--- config.mk ---
export PLATFORM = sky130hd
export DESIGN_NAME = trng_health_fifo
export DESIGN_NICKNAME = d
export VERILOG_FILES = /design/src/rtl/trng_pkg.sv /design/src/rtl/trng_byte_fifo.sv /design/src/rtl/trng_health_fifo.sv
export SDC_FILE = /design/constraint.sdc
export NUM_CORES = 1
export LEC_CHECK = 0
export CAP_MARGIN = 20
export CORE_MARGIN = 4
export CORE_UTILIZATION = 40
export CTS_BUF_LIST = sky130_fd_sc_hd__clkbuf_4
export DETAILED_ROUTE_END_ITERATION = 8
export MAX_ROUTING_LAYER = met4
export SYNTH_ARGS = -nofsm -noshare
export SYNTH_HDL_FRONTEND = slang
export SYNTH_SLANG_ARGS = --single-unit
--- constraint.sdc ---
create_clock -name wb_clk -period 5.77 [get_ports wb_clk]
set_input_delay 1.154 -clock wb_clk [delete_from_list [all_inputs] [get_ports wb_clk]]
set_output_delay 1.154 -clock wb_clk [all_outputs]
set_load 0.02 [all_outputs]
--- src/rtl/trng_pkg.sv ---
// Shared constants for the health-tested TRNG byte source: Wishbone register
// offsets and the bit positions inside the STATUS and CTRL registers.
package trng_pkg;

  // Register offsets, decoded from wb_adr_i[1:0]
  localparam logic [1:0] TRNG_REG_DATA   = 2'd0;
  localparam logic [1:0] TRNG_REG_STATUS = 2'd1;
  localparam logic [1:0] TRNG_REG_LEVEL  = 2'd2;
  localparam logic [1:0] TRNG_REG_CTRL   = 2'd3;

  // STATUS bit indices
  localparam int unsigned STATUS_EMPTY    = 0;
  localparam int unsigned STATUS_FULL     = 1;
  localparam int unsigned STATUS_RCT_FAIL = 2;
  localparam int unsigned STATUS_APT_FAIL = 3;
  localparam int unsigned STATUS_ENABLE   = 4;

  // CTRL bit indices
  localparam int unsigned CTRL_ENABLE = 0;
  localparam int unsigned CTRL_CLEAR  = 1;

endpackage

--- src/rtl/trng_byte_fifo.sv ---
// Synchronous byte FIFO with a registered head.
//   clk_i    clock
//   rst_ni   synchronous active-low reset
//   flush_i  empties the FIFO; overrides push and pop
//   push_i   write wdata_i (ignored when full)
//   pop_i    drop the head (ignored when empty)
//   wdata_i  byte to push
//   head_o   oldest stored byte, valid when not empty
//   fill_o   number of stored entries
//   empty_o  / full_o  occupancy flags
module trng_byte_fifo #(
  parameter int unsigned FIFO_DEPTH = 16
) (
  input  logic                         clk_i,
  input  logic                         rst_ni,
  input  logic                         flush_i,
  input  logic                         push_i,
  input  logic                         pop_i,
  input  logic [7:0]                   wdata_i,
  output logic [7:0]                   head_o,
  output logic [$clog2(FIFO_DEPTH):0]  fill_o,
  output logic                         empty_o,
  output logic                         full_o
);

  localparam int unsigned AW = $clog2(FIFO_DEPTH);
  localparam int unsigned FW = AW + 1;

  logic [7:0]    mem_q [FIFO_DEPTH];
  logic [AW-1:0] wr_ptr_q, wr_ptr_d;
  logic [AW-1:0] rd_ptr_q, rd_ptr_d;
  logic [FW-1:0] fill_q, fill_d;
  logic [7:0]    head_q, head_d;
  logic          do_push, do_pop;
  logic [AW-1:0] rd_next;

  assign empty_o = (fill_q == '0);
  assign full_o  = (fill_q == FW'(FIFO_DEPTH));
  assign do_push = push_i & ~full_o & ~flush_i;
  assign do_pop  = pop_i & ~empty_o & ~flush_i;
  // Depth is a power of two, so pointers wrap on their own
  assign rd_next = rd_ptr_q + AW'(1);

  always_comb begin
    wr_ptr_d = wr_ptr_q;
    rd_ptr_d = rd_ptr_q;
    fill_d   = fill_q;
    head_d   = head_q;
    if (flush_i) begin
      wr_ptr_d = '0;
      rd_ptr_d = '0;
      fill_d   = '0;
      head_d   = 8'h00;
    end else begin
      if (do_push) wr_ptr_d = wr_ptr_q + AW'(1);
      if (do_pop)  rd_ptr_d = rd_next;
      fill_d = fill_q + FW'(do_push) - FW'(do_pop);
      if (do_pop) begin
        // Popping the last entry: a simultaneous push becomes the new head
        if (fill_q == FW'(1)) begin
          if (do_push) head_d = wdata_i;
        end else begin
          head_d = mem_q[rd_next];
        end
      end else if (do_push && empty_o) begin
        head_d = wdata_i;
      end
    end
  end

  always_ff @(posedge clk_i) begin
    if (!rst_ni) begin
      wr_ptr_q <= '0;
      rd_ptr_q <= '0;
      fill_q   <= '0;
      head_q   <= 8'h00;
    end else begin
      wr_ptr_q <= wr_ptr_d;
      rd_ptr_q <= rd_ptr_d;
      fill_q   <= fill_d;
      head_q   <= head_d;
    end
  end

  // Storage needs no reset; occupancy is tracked by fill_q
  always_ff @(posedge clk_i) begin
    if (do_push) mem_q[wr_ptr_q] <= wdata_i;
  end

  assign head_o = head_q;
  assign fill_o = fill_q;

endmodule

--- src/rtl/trng_health_fifo.sv ---
// Health-tested, buffered TRNG byte source behind an 8-bit Wishbone classic
// slave. Raw samples run through a repetition-count test (RCT) and an
// adaptive-proportion test (APT); passing samples are queued in a FIFO.
//   wb_clk, wb_rst          clock and synchronous active-low reset
//   wb_adr_i .. wb_bte_i    Wishbone slave inputs (only adr[1:0] decoded)
//   wb_dat_o, wb_ack_o,
//   wb_err_o, wb_rty_o      registered Wishbone responses (rty tied 0)
//   raw_en                  registered sample request to the raw core
//   raw_valid, raw_dat      raw sample from the core
module trng_health_fifo
  import trng_pkg::*;
#(
  parameter int unsigned FIFO_DEPTH = 16,
  parameter int unsigned RCT_CUTOFF = 4,
  parameter int unsigned APT_WINDOW = 64,
  parameter int unsigned APT_CUTOFF = 13
) (
  input  logic        wb_clk,
  input  logic        wb_rst,
  input  logic [31:0] wb_adr_i,
  input  logic [7:0]  wb_dat_i,
  input  logic        wb_we_i,
  input  logic        wb_cyc_i,
  input  logic        wb_stb_i,
  input  logic [2:0]  wb_cti_i,
  input  logic [1:0]  wb_bte_i,
  output logic [7:0]  wb_dat_o,
  output logic        wb_ack_o,
  output logic        wb_err_o,
  output logic        wb_rty_o,
  output logic        raw_en,
  input  logic        raw_valid,
  input  logic [7:0]  raw_dat
);

  localparam int unsigned FW = $clog2(FIFO_DEPTH) + 1;
  localparam int unsigned RW = $clog2(RCT_CUTOFF + 1);
  localparam int unsigned WW = $clog2(APT_WINDOW + 1);
  localparam int unsigned CW = $clog2(APT_CUTOFF + 1);

  logic          enable_q, enable_d;
  logic          rct_fail_q, rct_fail_d;
  logic          apt_fail_q, apt_fail_d;
  logic          raw_en_q, raw_en_d;
  logic          ack_q, ack_d;
  logic          err_q, err_d;
  logic [7:0]    dat_q, dat_d;
  logic [7:0]    prev_q, prev_d;
  logic [RW-1:0] rep_q, rep_d;
  logic [7:0]    ref_q, ref_d;
  logic [CW-1:0] apt_cnt_q, apt_cnt_d;
  logic [WW-1:0] win_q, win_d;

  logic          req, fail, accept, clear, ctrl_wr, rd_data, data_err, pop, push, flush;
  logic          rct_trip, apt_trip;
  logic [1:0]    adr;
  logic [7:0]    head, status;
  logic [FW-1:0] fill;
  logic          fifo_empty, fifo_full;
  logic          unused_in;

  assign unused_in = ^{wb_cti_i, wb_bte_i, wb_adr_i[31:2]};

  assign adr      = wb_adr_i[1:0];
  assign req      = wb_cyc_i & wb_stb_i & ~ack_q;
  assign fail     = rct_fail_q | apt_fail_q;
  assign accept   = raw_valid & enable_q & ~fail;
  assign ctrl_wr  = req & wb_we_i & (adr == TRNG_REG_CTRL);
  assign clear    = ctrl_wr & wb_dat_i[CTRL_CLEAR];
  assign rd_data  = req & ~wb_we_i & (adr == TRNG_REG_DATA);
  assign data_err = rd_data & (fifo_empty | fail);
  assign pop      = rd_data & ~data_err;
  assign push     = accept & ~rct_trip & ~apt_trip & ~clear & ~fifo_full;
  // A set fail flag keeps the FIFO flushed from the cycle after the trip
  assign flush    = clear | fail;

  trng_byte_fifo #(
    .FIFO_DEPTH(FIFO_DEPTH)
  ) u_fifo (
    .clk_i  (wb_clk),
    .rst_ni (wb_rst),
    .flush_i(flush),
    .push_i (push),
    .pop_i  (pop),
    .wdata_i(raw_dat),
    .head_o (head),
    .fill_o (fill),
    .empty_o(fifo_empty),
    .full_o (fifo_full)
  );

  // Health tests; win_q == 0 marks "no sample since reset/clear"
  always_comb begin
    prev_d    = prev_q;
    rep_d     = rep_q;
    ref_d     = ref_q;
    apt_cnt_d = apt_cnt_q;
    win_d     = win_q;
    rct_trip  = 1'b0;
    apt_trip  = 1'b0;
    if (accept) begin
      prev_d = raw_dat;
      if ((win_q != '0) && (raw_dat == prev_q)) rep_d = rep_q + RW'(1);
      else                                      rep_d = RW'(1);
      rct_trip = (rep_d >= RW'(RCT_CUTOFF));
      if ((win_q == '0) || (win_q == WW'(APT_WINDOW))) begin
        ref_d     = raw_dat;
        apt_cnt_d = CW'(1);
        win_d     = WW'(1);
      end else begin
        win_d = win_q + WW'(1);
        if (raw_dat == ref_q) apt_cnt_d = apt_cnt_q + CW'(1);
      end
      apt_trip = (apt_cnt_d >= CW'(APT_CUTOFF));
    end
    if (clear) begin
      prev_d    = 8'h00;
      rep_d     = '0;
      ref_d     = 8'h00;
      apt_cnt_d = '0;
      win_d     = '0;
      rct_trip  = 1'b0;
      apt_trip  = 1'b0;
    end
  end

  always_comb begin
    rct_fail_d = clear ? 1'b0 : (rct_fail_q | rct_trip);
    apt_fail_d = clear ? 1'b0 : (apt_fail_q | apt_trip);
    enable_d   = ctrl_wr ? wb_dat_i[CTRL_ENABLE] : enable_q;
    raw_en_d   = enable_q & ~fail &
                 ((fill < FW'(FIFO_DEPTH - 1)) | ((fill == FW'(FIFO_DEPTH - 1)) & ~push));
  end

  always_comb begin
    status                  = 8'h00;
    status[STATUS_EMPTY]    = fifo_empty;
    status[STATUS_FULL]     = fifo_full;
    status[STATUS_RCT_FAIL] = rct_fail_q;
    status[STATUS_APT_FAIL] = apt_fail_q;
    status[STATUS_ENABLE]   = enable_q;
  end

  always_comb begin
    ack_d = req & ~data_err;
    err_d = data_err;
    dat_d = 8'h00;
    if (req && !wb_we_i) begin
      unique case (adr)
        TRNG_REG_DATA:   dat_d = data_err ? 8'h00 : head;
        TRNG_REG_STATUS: dat_d = status;
        TRNG_REG_LEVEL:  dat_d = 8'(fill);
        TRNG_REG_CTRL:   dat_d = {7'b0, enable_q};
        default:         dat_d = 8'h00;
      endcase
    end
  end

  always_ff @(posedge wb_clk) begin
    if (!wb_rst) begin
      enable_q   <= 1'b0;
      rct_fail_q <= 1'b0;
      apt_fail_q <= 1'b0;
      raw_en_q   <= 1'b0;
      ack_q      <= 1'b0;
      err_q      <= 1'b0;
      dat_q      <= 8'h00;
      prev_q     <= 8'h00;
      rep_q      <= '0;
      ref_q      <= 8'h00;
      apt_cnt_q  <= '0;
      win_q      <= '0;
    end else begin
      enable_q   <= enable_d;
      rct_fail_q <= rct_fail_d;
      apt_fail_q <= apt_fail_d;
      raw_en_q   <= raw_en_d;
      ack_q      <= ack_d;
      err_q      <= err_d;
      dat_q      <= dat_d;
      prev_q     <= prev_d;
      rep_q      <= rep_d;
      ref_q      <= ref_d;
      apt_cnt_q  <= apt_cnt_d;
      win_q      <= win_d;
    end
  end

  assign wb_dat_o = dat_q;
  assign wb_ack_o = ack_q;
  assign wb_err_o = err_q;
  assign wb_rty_o = 1'b0;
  assign raw_en   = raw_en_q;

endmodule
==> metrics.md, run 1 <==
| Metric | Value |
|---|---|
| Cts repair resizes | `0` |
| RSZ-0062 raised after global routing | `no` |
| DR WL/cell | `19.33 um` |
| Hold slack | `0.4763 ns` |
| Tmin final | `4.199 ns` |
| CTS clk-pin slew, worst paths | `0.16 ns` |
| Hold Path Depth | `2` |
| Num CTS Buffers | `17` |
| Power per cell area | `250.2 nW/um2` |
| Total gr overflow | `0` |
| Gate Count Post-Synth | `582` |
| Cell area after synthesis | `8342 um2` |
| DR DRC count | `0` |
| Final Setup Violations | `0` |
| Post-route cell area | `9228 um2` |
| Final Net Count | `695` |
| H-tree depth | `4` |
| Setup crit end kind | `flop` |
| Final worst path period share | `0.7276` |
| Crit path required time | `6.26 ns` |
| Final Slew Violations | `0` |
| TNS Setup | `0 ns` |
| Top-Level Pins | `71` |
| Die width | `152.4 um` |
| Max-cap violation count | `0` |
| Core Rows | `52` |
| Predominant post-synthesis flop cell | `edfxtp_1` |
| Initial Utilization | `0.4096` |
| Total setup buffers inserted after CTS | `0` |
| Synth top area cells | `edfxtp_1, dfxtp_1, mux4_2` |
| Async S/R FF share, synth | `0` |
| Skew final | `0.02940 ns` |
| Post-Syn Nets | `660` |
| Clock sink count | `193` |
| Placed Area | `8937 um2` |
| Post-CTS Hold Fix Bufs | `0` |
| Reg2Reg Depth | `13` |
| Pin count of the biggest net entering global routing | `36` |
| Final ANT Viol Nets | `0` |
| Crit path max fanout | `14` |
| Drt pass-1 iters | `6` |
| Syn avg cell area | `14.33 um2` |
| Die ar. | `23230 um2` |
| Post-synth top cells | `edfxtp_1, dfxtp_1, nor2_1` |
| Most frequent cell after synthesis | `edfxtp_1` |
| WL final | `17420 um` |
| Placed Cells | `868` |
| Layout Cells excl Fill | `901` |
| Placer Congestion | `0.8385` |
| Setup slack, reg-to-reg | `2.53 ns` |
| Die Height | `152.4 um` |
| Clk Latency, worst-skew pair | `0.60 ns` |
| Leak | `2.967 nW` |
| DRT iter0 DRCs | `433` |
| Global-route wire length before repair | `27790 um` |
| Vias in the first global route | `4849` |
| Worst hold path class | `reg -> reg` |
| Max Root-Sink Buffers | `2` |
| Total GRT Usage | `0.1590` |
| Status | `finished, final reports clean` |
| Fmax | `238.2 MHz` |
| Synth warnings | `0` |
| Vias per inst | `5.382` |
| Fin. Hold Viols | `0` |
| Number of flops mapped to enable cells by yosys | `128` |
| Initial antenna violation count | `1` |
| Rel. slew slack | `0.3284` |
| Worst EP arrival | `4.68 ns` |
| Filler cell count | `1805` |
| Distinct cells, synth | `57` |
| Synth top area share | `0.4608` |
| Core area | `20360 um2` |
| Fraction of layout cells with a size suffix above 1 | `0.1778` |
| Leading area contributor after synthesis | `edfxtp_1` |
| Layout overhead on the synthesized area | `10.62%` |
| Routed vias | `4849` |
| Post-DP HPWL | `11560 um` |
| WS Path Type | `in -> reg` |
| Register area share after synthesis | `0.6168` |
| CTS tree | `done` |
| Nature of the critical path startpoint | `input pin` |
| Clock root buffer | `clkbuf_4` |
| Worst-margin pin slew | `1.004 ns` |
| Tot Pwr | `0.002308 W` |
| Worst vdd ir | `118.4 uV` |
| FF+latch count, synth | `193` |
| IO buf count | `28` |
-- metal layers --
| metal | routed length, um | vias to the layer above | global-route usage |
|---|---|---|---|
| met3 | 609 | 20 | 0.03096 |
| met2 | 8529 | 99 | 0.2468 |
| met5 | 0 | - | - |
| met4 | 321 | 0 | 0.05685 |
| met1 | 7959 | 2465 | 0.2107 |
| li1 | - | 2265 | - |
-- worst max-delay path, cell delays in order --
cell,delay [ns]
clkdlybuf4s50_1,0.88
xor2_1,0.22
nor4_4,0.41
a211oi_1,0.15
o31ai_2,0.31
buf_4,0.26
a21oi_2,0.10
ha_1,0.24
fa_1,0.42
a21oi_1,0.18
nor2_1,0.06
nor2_1,0.11
xor2_1,0.15
nor2_1,0.05
-- registers in the layout, summed over array words and instances (netlist names) --
register	count
ref_q	8
wb_err_o	1
raw_en	1
win_q	7
u_fifo.head_o	8
u_fifo.rd_ptr_q	4
apt_cnt_q	4
u_fifo.fill_o	5
u_fifo.wr_ptr_q	4
wb_ack_o	1
prev_q	8
apt_fail_q	1
u_fifo.mem_q	128
rct_fail_q	1
rep_q	3
enable_q	1
wb_dat_o	8
-- metrics by stage --
| step | utilization | worst slack (ns) |
|---|---|---|
| global placement | 0.4389 | 1.036 |
| finish | 0.4531 | 1.571 |
| CTS | 0.4530 | 1.594 |
| global route | 0.4531 | 1.439 |
| floorplan | - | 2.150 |
| detailed placement | 0.4389 | 0.9422 |
-- cell families after synthesis --
kind of cell / count (synthesis) / synth area share
compound gates: 72 / 0.06315
xor+xnor: 29 / 0.03225
fa+ha+maj: 19 / 0.02940
buf+inv: 42 / 0.02340
flops: 193 / 0.6168
mux: 55 / 0.1264
other cells: 1 / 0.0004495
simple gates: 171 / 0.1081
-- power breakdown --
| part | leakage, nW | internal, W | switching [W] |
|---|---|---|---|
| logic | 1.15 | 0.0000460 | 0.0000722 |
| registers | 1.67 | 0.00148 | 0.00000525 |
| clock network | 0.146 | 0.000198 | 0.000511 |
| total | 2.97 | 0.00172 | 0.000588 |
-- area by class of cell --
type	count	area, um2	share of cell area
Clock buffer	17	127.6	0.01383
Timing Repair Buffer	43	392.9	0.04258
Multi-Input combinational cell	347	3004	0.3256
Clock inverter	15	160.2	0.01736
Tap cell	270	337.8	0.03661
Inverter	15	56.30	0.006102
Antenna cell	1	2.502	0.0002712
Sequential cell	193	5146	0.5577
-- final timing paths --
check,start,endpoint
setup reg to reg,rct_fail_q,u_fifo.fill_o[4]
hold / removal,prev_q[5],prev_q[5]
setup / recovery,raw_dat[5],u_fifo.fill_o[4]
hold reg to reg,prev_q[5],prev_q[5]
-- cell usage in the layout (no fill, tap or decap), types with 4 or more instances in the layout --
master and count:
nand2b_1 4, nor2_1 48, nand3_1 10, and2_1 9, ha_1 17, a211oi_2 9
a2111oi_1 6, o21ai_0 9, inv_6 4, and4_1 5, a21oi_1 26, mux2i_1 14
o21ai_1 4, inv_8 4, dfxtp_1 64, xor2_1 21, xnor2_1 6, and3_1 19
clkdlybuf4s50_1 28, nor3_1 4, mux4_2 40, edfxtp_1 128, nand2_1 43, a211oi_1 5
nor2b_1 4, buf_4 15, inv_1 15, nand3b_1 6, clkbuf_4 17
No activity file was read; power rests on OpenSTA's default activity.
==> run 2: changes to the inputs <==
Clock period 5.77 ns to 3.8 ns, I/O delays scaled along.
==> metrics.md, run 2 (synthesized netlist as in run 1, its figures left out) <==
| Metric | Value |
|---|---|
| Status | `finished, final reports clean` |
| Rel. slew slack | `0.3907` |
| Top delay family on crit path | `simple AND/OR/NAND/NOR gates` |
| CP max stage cell | `clkdlybuf4s50_1` |
| CP most frequent cell | `nor2_1` |
| Post-CTS Hold Fix Bufs | `0` |
| Drt pass-1 iters | `5` |
| Vias in the first global route | `5011` |
| DRT iter0 DRCs | `418` |
| Global-route wire length before repair | `27850 um` |
| Final Setup Violations | `0` |
| WL final | `17660 um` |
| Worst EP arrival | `3.68 ns` |
| Crit path cell chain | `clkdlybuf4s50_1, buf_4, xor2_1, nor4_1, nand4_1, nand2_1, a21oi_2, ha_1, fa_1, a21oi_1, nor2_1, nor2_1, xor2_1, nor2_1` |
| Layout overhead on the synthesized area | `11.65%` |
| Fmax | `313.4 MHz` |
| Routed vias | `4859` |
| CTS clk-pin slew, worst paths | `0.15 ns` |
| Initial antenna violation count | `1` |
| CTS tree | `done` |
| Layout Utilization | `0.4574` |
| Clock root buffer | `clkbuf_4` |
| Layout Cells excl Fill | `916` |
| Power per cell area | `371.0 nW/um2` |
| Placer Congestion | `0.8101` |
| Num CTS Buffers | `17` |
| Cts repair resizes | `0` |
| CP peak stage delay | `0.56 ns` |
| Core Rows | `52` |
| TNS Setup | `0 ns` |
| DP Worst Slack | `-0.05526 ns` |
| Clock sink count | `193` |
| Worst-margin pin slew | `0.8997 ns` |
| Crit path max fanout | `4` |
| Nature of the critical path startpoint | `input pin` |
| Crit path buf inv count | `2` |
| Fin. Hold Viols | `0` |
| Die ar. | `23230 um2` |
| Max-cap violation count | `0` |
| DR WL/cell | `19.28 um` |
| Final ANT Viol Nets | `0` |
| Total setup buffers inserted after CTS | `0` |
| Total GRT Usage | `0.1605` |
| WS Path Type | `in -> reg` |
| Tmin final | `3.191 ns` |
| Max reg flops | `128` |
| Leak | `3.045 nW` |
| Crit path required time | `4.29 ns` |
| Top-Level Pins | `71` |
| Fraction of layout cells with a size suffix above 1 | `0.1922` |
| Worst vdd ir | `158.8 uV` |
| Setup crit end kind | `flop` |
| Final setup margin | `0.6095 ns` |
| Final worst path period share | `0.8396` |
| Vias per inst | `5.305` |
| Clk Latency, worst-skew pair | `0.60 ns` |
| Skew final | `0.01890 ns` |
| IO buf count | `28` |
| Die width | `152.4 um` |
| Most common cell after layout, fill and taps aside | `edfxtp_1` |
| Most frequent cells in the layout | `edfxtp_1, dfxtp_1, nor2_1, nand2_1, mux4_2` |
| RSZ-0062 raised after global routing | `no` |
| Core area | `20360 um2` |
| Top reg by flops | `u_fifo.mem_q` |
| Worst hold path class | `reg -> reg` |
| Die Height | `152.4 um` |
| Final Slew Violations | `0` |
| Initial Utilization | `0.4096` |
| Placed Cells | `883` |
| Hold slack | `0.4803 ns` |
| DR DRC count | `0` |
| Final Net Count | `710` |
| Max Root-Sink Buffers | `2` |
| H-tree depth | `4` |
| Post-DP HPWL | `12200 um` |
| Pin count of the biggest net entering global routing | `33` |
| Total gr overflow | `0` |
## run 2: cell types whose count changed in the layout (fill, tap and decap cells not counted), sizes merged
cell / before / now
buf: 15 / 30
clkinv: 4 / 5
clkinvlp: 3 / 2
## run 2: worst paths after layout
| check | start | end | slack, ns | cells after the start |
|---|---|---|---|---|
| worst max-delay path | raw_dat[1] | u_fifo.fill_o[4] | 0.61 | 14 |
| worst max register to register | win_q[0] | u_fifo.fill_o[4] | 0.78 | 14 |
| worst min-delay path | prev_q[2] | prev_q[2] | 0.48 | 2 |
| worst min register to register | prev_q[2] | prev_q[2] | 0.48 | 2 |
## run 2: tightest hold or removal path, cell delays in order, from the launching register on
cell and delay (ns):
dfxtp_1 0.35, nand2_1 0.05, a21oi_1 0.05
## run 2: stage by stage
stage | power, W | cell area, um2
6_report | 0.003455 | 9314
5_1_grt | 0.003594 | 9314
4_1_cts | 0.003486 | 9311
3_5_place_dp | 0.002479 | 9060
3_3_place_gp | 0.002472 | 9060
2_1_floorplan | 0.002384 | 8342
## run 2: layout make-up
type / instances / area (um2)
Timing Repair Buffer: 58 / 518.0
Tap cell: 270 / 337.8
Clock inverter: 15 / 123.9
Clock buffer: 17 / 127.6
Antenna cell: 1 / 2.502
Multi-Input combinational cell: 347 / 3002
Fill cell: 1786 / 11050
Inverter: 15 / 56.30
Sequential cell: 193 / 5146
## run 2: where the power goes
part	internal, W	switching (W)	leakage [nW]
registers	0.00224	0.00000873	1.67
logic	0.0000733	0.000110	1.23
clock network	0.000281	0.000741	0.137
## run 2: per-layer routing
layer | vias to the layer above | track usage | routed length, um
li1 | 2307 | - | -
met1 | 2467 | 0.2112 | 8091
met2 | 66 | 0.2568 | 8730
met3 | 19 | 0.02641 | 511
met4 | 0 | 0.05261 | 330
met5 | - | - | 0
